**src/rtl/par4_pkg.sv**
```systemverilog
// Shared types and default sizing for the parabolic pulse checkers.
package par4_pkg;

    localparam int unsigned P4_DW     = 12;
    localparam int unsigned P4_CW     = 8;
    localparam int unsigned P4_AW     = 20;
    localparam int unsigned P4_NP_MAX = 255;

    // A period starts when the previous sample sits at this level and the new one leaves it.
    localparam int unsigned START_LEVEL = 0;

    typedef enum logic [1:0] {
        IDLE  = 2'd0,
        ARMED = 2'd1,
        MEAS  = 2'd2
    } state_t;

endpackage

```
**src/rtl/par4_pulse_meter_if.sv**
```systemverilog
// Sample input and per-period measurement results of the pulse meter.
interface par4_pulse_meter_if
    import par4_pkg::*;
#(
    parameter int unsigned DW = P4_DW,
    parameter int unsigned CW = P4_CW,
    parameter int unsigned AW = P4_AW
);
    logic                 ce;
    logic [DW-1:0]        DIN;
    logic signed [DW:0]   D1;
    logic [CW-1:0]        PERIOD;
    logic [DW-1:0]        PEAK;
    logic [CW-1:0]        PEAK_IDX;
    logic [AW-1:0]        AREA;
    logic                 VLD;
    logic                 LOCK;
    logic                 ERR;

    // Sample source / result consumer side.
    modport master (
        output ce, DIN,
        input  D1, PERIOD, PEAK, PEAK_IDX, AREA, VLD, LOCK, ERR
    );

    // Meter side.
    modport slave (
        input  ce, DIN,
        output D1, PERIOD, PEAK, PEAK_IDX, AREA, VLD, LOCK, ERR
    );
endinterface

```
**src/rtl/par4_diff.sv**
```systemverilog
// First-difference stage: previous-sample register, signed slope and period-start detect.
module par4_diff
    import par4_pkg::*;
#(
    parameter int unsigned DW = P4_DW
) (
    input  logic                clk,
    input  logic                rst,
    input  logic                ce,
    input  logic [DW-1:0]       din,
    output logic signed [DW:0]  d1,
    output logic                start_c
);

    logic [DW-1:0] prev;

    // Rising edge out of the baseline marks index 1 of a new period.
    assign start_c = (prev == DW'(START_LEVEL)) && (din != DW'(START_LEVEL));

    // Slope register; full DW+1 signed width so the difference never wraps.
    always_ff @(posedge clk) begin
        if (rst) begin
            prev <= '0;
            d1   <= '0;
        end else if (ce) begin
            d1   <= $signed({1'b0, din}) - $signed({1'b0, prev});
            prev <= din;
        end
    end

endmodule

```
**src/rtl/par4_pulse_meter.sv**
```systemverilog
// Per-period meter for the four-segment parabolic pulse stream:
// period length, peak value/index and area, with lock and timeout flags.
module par4_pulse_meter
    import par4_pkg::*;
#(
    parameter int unsigned DW     = P4_DW,
    parameter int unsigned NP_MAX = P4_NP_MAX,
    parameter int unsigned CW     = P4_CW,
    parameter int unsigned AW     = P4_AW
) (
    input  logic              clk,
    input  logic              rst,
    par4_pulse_meter_if.slave bus
);

    state_t          state;
    logic [CW-1:0]   cnt;
    logic [DW-1:0]   peak;
    logic [CW-1:0]   pidx;
    logic [AW-1:0]   acc;
    logic [CW-1:0]   last_period;

    logic [CW-1:0]   period_q;
    logic [DW-1:0]   peak_q;
    logic [CW-1:0]   peak_idx_q;
    logic [AW-1:0]   area_q;
    logic            vld_q;
    logic            lock_q;
    logic            err_q;

    logic signed [DW:0] d1;
    logic               start_c;

    par4_diff #(.DW(DW)) u_diff (
        .clk     (clk),
        .rst     (rst),
        .ce      (bus.ce),
        .din     (bus.DIN),
        .d1      (d1),
        .start_c (start_c)
    );

    assign bus.D1       = d1;
    assign bus.PERIOD   = period_q;
    assign bus.PEAK     = peak_q;
    assign bus.PEAK_IDX = peak_idx_q;
    assign bus.AREA     = area_q;
    assign bus.VLD      = vld_q;
    assign bus.LOCK     = lock_q;
    assign bus.ERR      = err_q;

    // Period FSM with peak/area accumulation; a start both closes the old period and opens the next.
    always_ff @(posedge clk) begin
        if (rst) begin
            state       <= IDLE;
            cnt         <= '0;
            peak        <= '0;
            pidx        <= '0;
            acc         <= '0;
            last_period <= '0;
            period_q    <= '0;
            peak_q      <= '0;
            peak_idx_q  <= '0;
            area_q      <= '0;
            vld_q       <= 1'b0;
            lock_q      <= 1'b0;
            err_q       <= 1'b0;
        end else begin
            vld_q <= 1'b0;
            err_q <= 1'b0;
            if (bus.ce) begin
                case (state)
                    IDLE: begin
                        if (bus.DIN == DW'(START_LEVEL)) begin
                            state <= ARMED;
                        end
                    end
                    ARMED: begin
                        if (start_c) begin
                            state <= MEAS;
                            cnt   <= CW'(1);
                            peak  <= bus.DIN;
                            pidx  <= CW'(1);
                            acc   <= AW'(bus.DIN);
                        end
                    end
                    MEAS: begin
                        if (start_c) begin
                            // Publish; a start beats a simultaneous timeout.
                            period_q    <= cnt;
                            peak_q      <= peak;
                            peak_idx_q  <= pidx;
                            area_q      <= acc;
                            vld_q       <= 1'b1;
                            lock_q      <= (cnt == last_period);
                            last_period <= cnt;
                            cnt         <= CW'(1);
                            peak        <= bus.DIN;
                            pidx        <= CW'(1);
                            acc         <= AW'(bus.DIN);
                        end else if (cnt == CW'(NP_MAX)) begin
                            // Timeout: keep published results, forget the lock reference.
                            err_q       <= 1'b1;
                            lock_q      <= 1'b0;
                            last_period <= '0;
                            state       <= IDLE;
                        end else begin
                            cnt <= cnt + CW'(1);
                            acc <= acc + AW'(bus.DIN);
                            if (bus.DIN > peak) begin
                                peak <= bus.DIN;
                                pidx <= cnt + CW'(1);
                            end
                        end
                    end
                    default: state <= IDLE;
                endcase
            end
        end
    end

endmodule

```
**src/flat_wrapper.sv**
```systemverilog
// flat-port wrapper written by rule: the top's interface ports become plain ports
module par4_pulse_meter_flat import par4_pkg::*;
#(
    parameter int unsigned DW     = P4_DW,
    parameter int unsigned NP_MAX = P4_NP_MAX,
    parameter int unsigned CW     = P4_CW,
    parameter int unsigned AW     = P4_AW
)
  (clk, rst, bus_ce, bus_DIN, bus_D1, bus_PERIOD, bus_PEAK, bus_PEAK_IDX, bus_AREA, bus_VLD, bus_LOCK, bus_ERR);
  par4_pulse_meter_if #(.DW(DW), .CW(CW), .AW(AW)) bus_i ();
  input  logic clk;
  input  logic rst;
  input wire logic [$bits(bus_i.ce)-1:0] bus_ce;
  input wire logic [$bits(bus_i.DIN)-1:0] bus_DIN;
  output wire logic [$bits(bus_i.D1)-1:0] bus_D1;
  output wire logic [$bits(bus_i.PERIOD)-1:0] bus_PERIOD;
  output wire logic [$bits(bus_i.PEAK)-1:0] bus_PEAK;
  output wire logic [$bits(bus_i.PEAK_IDX)-1:0] bus_PEAK_IDX;
  output wire logic [$bits(bus_i.AREA)-1:0] bus_AREA;
  output wire logic [$bits(bus_i.VLD)-1:0] bus_VLD;
  output wire logic [$bits(bus_i.LOCK)-1:0] bus_LOCK;
  output wire logic [$bits(bus_i.ERR)-1:0] bus_ERR;
  assign bus_i.ce = bus_ce;
  assign bus_i.DIN = bus_DIN;
  assign bus_D1 = bus_i.D1;
  assign bus_PERIOD = bus_i.PERIOD;
  assign bus_PEAK = bus_i.PEAK;
  assign bus_PEAK_IDX = bus_i.PEAK_IDX;
  assign bus_AREA = bus_i.AREA;
  assign bus_VLD = bus_i.VLD;
  assign bus_LOCK = bus_i.LOCK;
  assign bus_ERR = bus_i.ERR;
  par4_pulse_meter #(.DW(DW), .NP_MAX(NP_MAX), .CW(CW), .AW(AW)) u_core (.clk(clk), .rst(rst), .bus(bus_i));
endmodule
```
**config.mk**
```make
export PLATFORM = sky130hd
export DESIGN_NAME = par4_pulse_meter_flat
export DESIGN_NICKNAME = d
export VERILOG_FILES = /design/src/rtl/par4_pkg.sv /design/src/rtl/par4_pulse_meter_if.sv /design/src/rtl/par4_diff.sv /design/src/rtl/par4_pulse_meter.sv /design/src/flat_wrapper.sv
export SDC_FILE = /design/constraint.sdc
export NUM_CORES = 1
export LEC_CHECK = 0
export CORE_MARGIN = 4
export CORE_UTILIZATION = 25
export CTS_CLUSTER_DIAMETER = 100
export DETAILED_ROUTE_END_ITERATION = 12
export DONT_BUFFER_PORTS = 1
export GPL_TIMING_DRIVEN = 1
export PLACE_DENSITY = 0.4
export SETUP_SLACK_MARGIN = 0.5
export SLEW_MARGIN = 20
export SYNTH_ARGS = -nofsm -noshare
export SYNTH_HDL_FRONTEND = slang
export SYNTH_SLANG_ARGS = --single-unit
```
**constraint.sdc**
```tcl
create_clock -name clk -period 5.1 [get_ports clk]
set_input_delay 1.02 -clock clk [delete_from_list [all_inputs] [get_ports clk]]
set_output_delay 1.02 -clock clk [all_outputs]
set_load 0.05 [all_outputs]
```
==> impl_metrics.csv <==
group,metric,value,unit
routing,drtIter0Drc,302,
global_route,antenna_found_initial,0,
yosys,ys_ff_latch,134,
floorplanning,initial_core_util,0.255,
flow_run,max_cap_violations,0,
min_path,min_to,"u_core.bus.PEAK_IDX[2]",
timing,rsz0062_at_grt,"false",
floorplanning,dieArea,0.0295,mm^2
layout,layout_common_cells,"nand2_1 (145), dfxtp_1 (134), a21oi_1 (93)",
yosys,avgSynthCellArea,8.26,um^2
global_route,first_global_vias,5365,
clocking,clkTransAtPathRegs,0.06,ns
clocking,clk_latency,0.42,ns
routing,vias_per_cell,4.72,
power_and_ir_drop,irDropWorstVdd,180,uV
worst_setup_path,arrival,3.12,ns
global_route,grt_overflow,0,
worst_setup_path,worst_r2r_path_depth,8,
power_and_ir_drop,p_per_area,340,mW/mm^2
timing,period_share,0.551,
yosys,synthAdderAreaFrac,0.0808,
worst_setup_path,cp_max_fo,13,
layout,utilization,0.290,
timing,maxSlewHeadroom,0.418,
worst_setup_path,path_class,"reg2reg",
yosys,synth_nets,867,
global_route,grt_pass1_wl,31000,um
placement,place.gp.congestion,0.736,
power_and_ir_drop,power_switching_share,0.233,
power_and_ir_drop,intPower,1.99,mW
power_and_ir_drop,power_frac_clock,0.517,
yosys,async_flop_share,0,
clocking,root_buffer,"clkbuf_16",
worst_setup_path,endpoint_kind,"flip-flop",
timing,worstMarginPinSlew,0.871,ns
layout,n_antenna_cell,0,
layout,area_growth,13.6,%
routing,dr.pass1.iters,4,
timing,slew_violations,0,
power_and_ir_drop,power_switching,0.602,mW
yosys,yosys-top-cells-area,"dfxtp_1 (40%), nand2_1 (8.1%), ha_1 (7.5%), a21oi_1 (7.0%), mux2i_1 (4.9%)",
layout,final_common_cell,"nand2_1",
timing,fin_crit,2.81,ns
clocking,cts-buffers-inserted,17,
layout,drive_gt1_frac,0.0697,
yosys,synthSimpleGateAreaFrac,0.211,
routing,wire_per_inst,17.0,um
outcome,status,"finished clean",
layout,fillers,2830,
worst_setup_path,critPathLaunchType,"flip-flop",
worst_setup_path,r2r-end,"u_core.peak[3]",
timing,hold_violations,0,
yosys,synth_xor_area_frac,0.0380,
power_and_ir_drop,pwr-share-comb,0.052,
clocking,clock_path_buffers,2,
clocking,tritoncts,"yes",
timing,finalSetupViolCount,0,
yosys,synthCells,810,
placement,dp_hpwl,13300,um
yosys,synth_mux_area_frac,0.0561,
yosys,yosys_most_used_dff,"dfxtp_1",
worst_setup_path,r2r_start,"u_core.cnt[0]",
yosys,syn_area,0.00669,mm^2
min_path,hold_class,"reg2reg",
global_route,grt_usage,0.136,
floorplanning,core,0.0262,mm^2
layout,multi_input_area,0.00368,mm^2
yosys,synth_edf_count,0,
power_and_ir_drop,p_leak,2.89,nW
worst_setup_path,cp-startpoint,"u_core.cnt[0]",
yosys,synth_top_family_by_area,"simple AND/OR/NAND/NOR gates",
placement,io_buffers,0,
timing,clock.fmax,0.356,GHz
layout,regArea,0.00268,mm^2
routing,postRouteAntennaNets,0,
timing,fin_skew,0.00989,ns
routing,num_vias,5371,
yosys,yosys.cell_types.count,62,
floorplanning,die_w,172,um
min_path,min_delay_path_depth,2,
floorplanning,ios,79,
clocking,cts_hold_buf,0,
clocking,clkSinkCount,134,
yosys,yosys_warnings,0,
power_and_ir_drop,pwr-share-seq,0.431,
routing,drc,0,
floorplanning,die_y,172,um
floorplanning,num_rows,59,
yosys,yosysTopAreaCellShare,0.401,
yosys,synth_compound_area_frac,0.164,
clocking,cts_resized,0,
global_route,grt_max_degree,129,
yosys,yosysSeqAreaShare,0.401,
yosys,yosys.area.top_type,"dfxtp_1",
layout,final_nets,849,
worst_setup_path,ff2ff_setup_slack,2.29,ns
worst_setup_path,worst_ep_required_time,5.41,ns
clocking,post-cts-setup-buffers,0,
min_path,min_from,"u_core.pidx[2]",
timing,timing.setup.tns,0,ns
clocking,htreeDepth,4,
routing,drt-total-wl,19400,um
-- how the worst max path moves through the flow --
stage	endpoint	slack [ns]	depth (start not counted)
6_report	u_core.peak[3]	2.29	8
5_1_grt	u_core.peak[1]	1.98	8
4_1_cts	u_core.peak[0]	2.23	8
3_5_place_dp	u_core.peak[0]	1.95	7
3_3_place_gp	u_core.peak[5]	1.96	7
2_1_floorplan	u_core.acc[16]	2.22	9
-- per-stage QoR --
step	area [um^2]	hold WS, ns	instances	setup WS, ns	power, mW
final	7600	0.467	1139	2.29	2.59
after global routing	7600	0.482	1139	1.98	2.71
after CTS	7600	0.461	1139	2.23	2.64
after detailed placement	6960	0.452	1108	1.95	1.27
after global placement	6960	0.454	1108	1.96	1.27
after floorplan	6690	0.432	810	2.22	1.26
-- layout make-up --
type / count / area share
multi-input combinational: 597 / 0.485
sequential: 134 / 0.353
clock buffer: 21 / 0.0619
tap: 335 / 0.0551
clock inverter: 10 / 0.0224
inverter: 37 / 0.0183
timing repair buffer: 5 / 0.00494
-- state kept, by name, indices dropped and copies added, names as in the netlist, 2 cells and up --
name,count
u_core.acc,20
u_core.bus.AREA,20
u_core.bus.PEAK,12
u_core.bus.PEAK_IDX,8
u_core.bus.PERIOD,8
u_core.cnt,8
u_core.last_period,8
u_core.peak,12
u_core.pidx,8
u_core.state,2
u_core.u_diff.d1,13
u_core.u_diff.prev,12
-- power groups by stage --
stage	Sequential [mW]	Combinational, mW	Clock (mW)
2_1_floorplan	1.13	0.128	0
3_3_place_gp	1.14	0.136	0
3_5_place_dp	1.14	0.135	0
4_1_cts	1.12	0.136	1.39
5_1_grt	1.12	0.155	1.44
6_report	1.12	0.134	1.34
-- synth_stat cells, types with 2 or more instances --
library cell	count
inv_1	36
o21ai_0	23
o211ai_1	6
xor2_1	16
a31oi_1	6
xnor2_1	13
a211o_1	4
o31a_1	2
or3_1	8
nor3b_1	5
mux2_2	4
dfxtp_1	134
nor2b_1	5
nand2_2	2
o31ai_1	2
buf_4	2
ha_1	40
nand4_1	9
buf_2	14
nand2_1	145
and3_1	7
and4_1	2
fa_1	2
nand3_1	18
nor4_2	3
nor3_1	14
or2_2	2
a311oi_1	5
nor4_1	6
a21o_1	8
mux2i_1	33
a21oi_1	93
and2_1	2
clkbuf_1	19
nor2_1	73
o21a_1	6
a211oi_1	6
buf_6	2
buf_1	5
nand2b_1	4
o21bai_1	3
-- critical path: stages (launching register included) --
cell      delay (ns)
dfxtp_1         0.48
ha_1            0.29
nand3_1         0.21
nor3_2          0.31
o32ai_2         0.12
nand2_1         0.38
a21boi_4        0.61
mux2i_1         0.26
nor2_1          0.05
-- kinds of logic after synthesis --
group,count (synthesis)
AOI/OAI and AO/OA,177
xor gates and xnor gates,29
adders and majority gates,42
buffers and inverters,79
DFF,134
muxes,37
and+or+nand+nor,312
-- metal layers --
| metal | global-route usage | share of wire | vias up |
|---|---|---|---|
| met1 | 0.182 | 0.49 | 2506 |
| met5 | 0 | 0 | - |
| met2 | 0.214 | 0.45 | 73 |
| li1 | - | - | 2782 |
| met4 | 0.0310 | 0.0069 | 0 |
| met3 | 0.0439 | 0.047 | 10 |
Note: power is estimated with default switching activity, not from simulation.
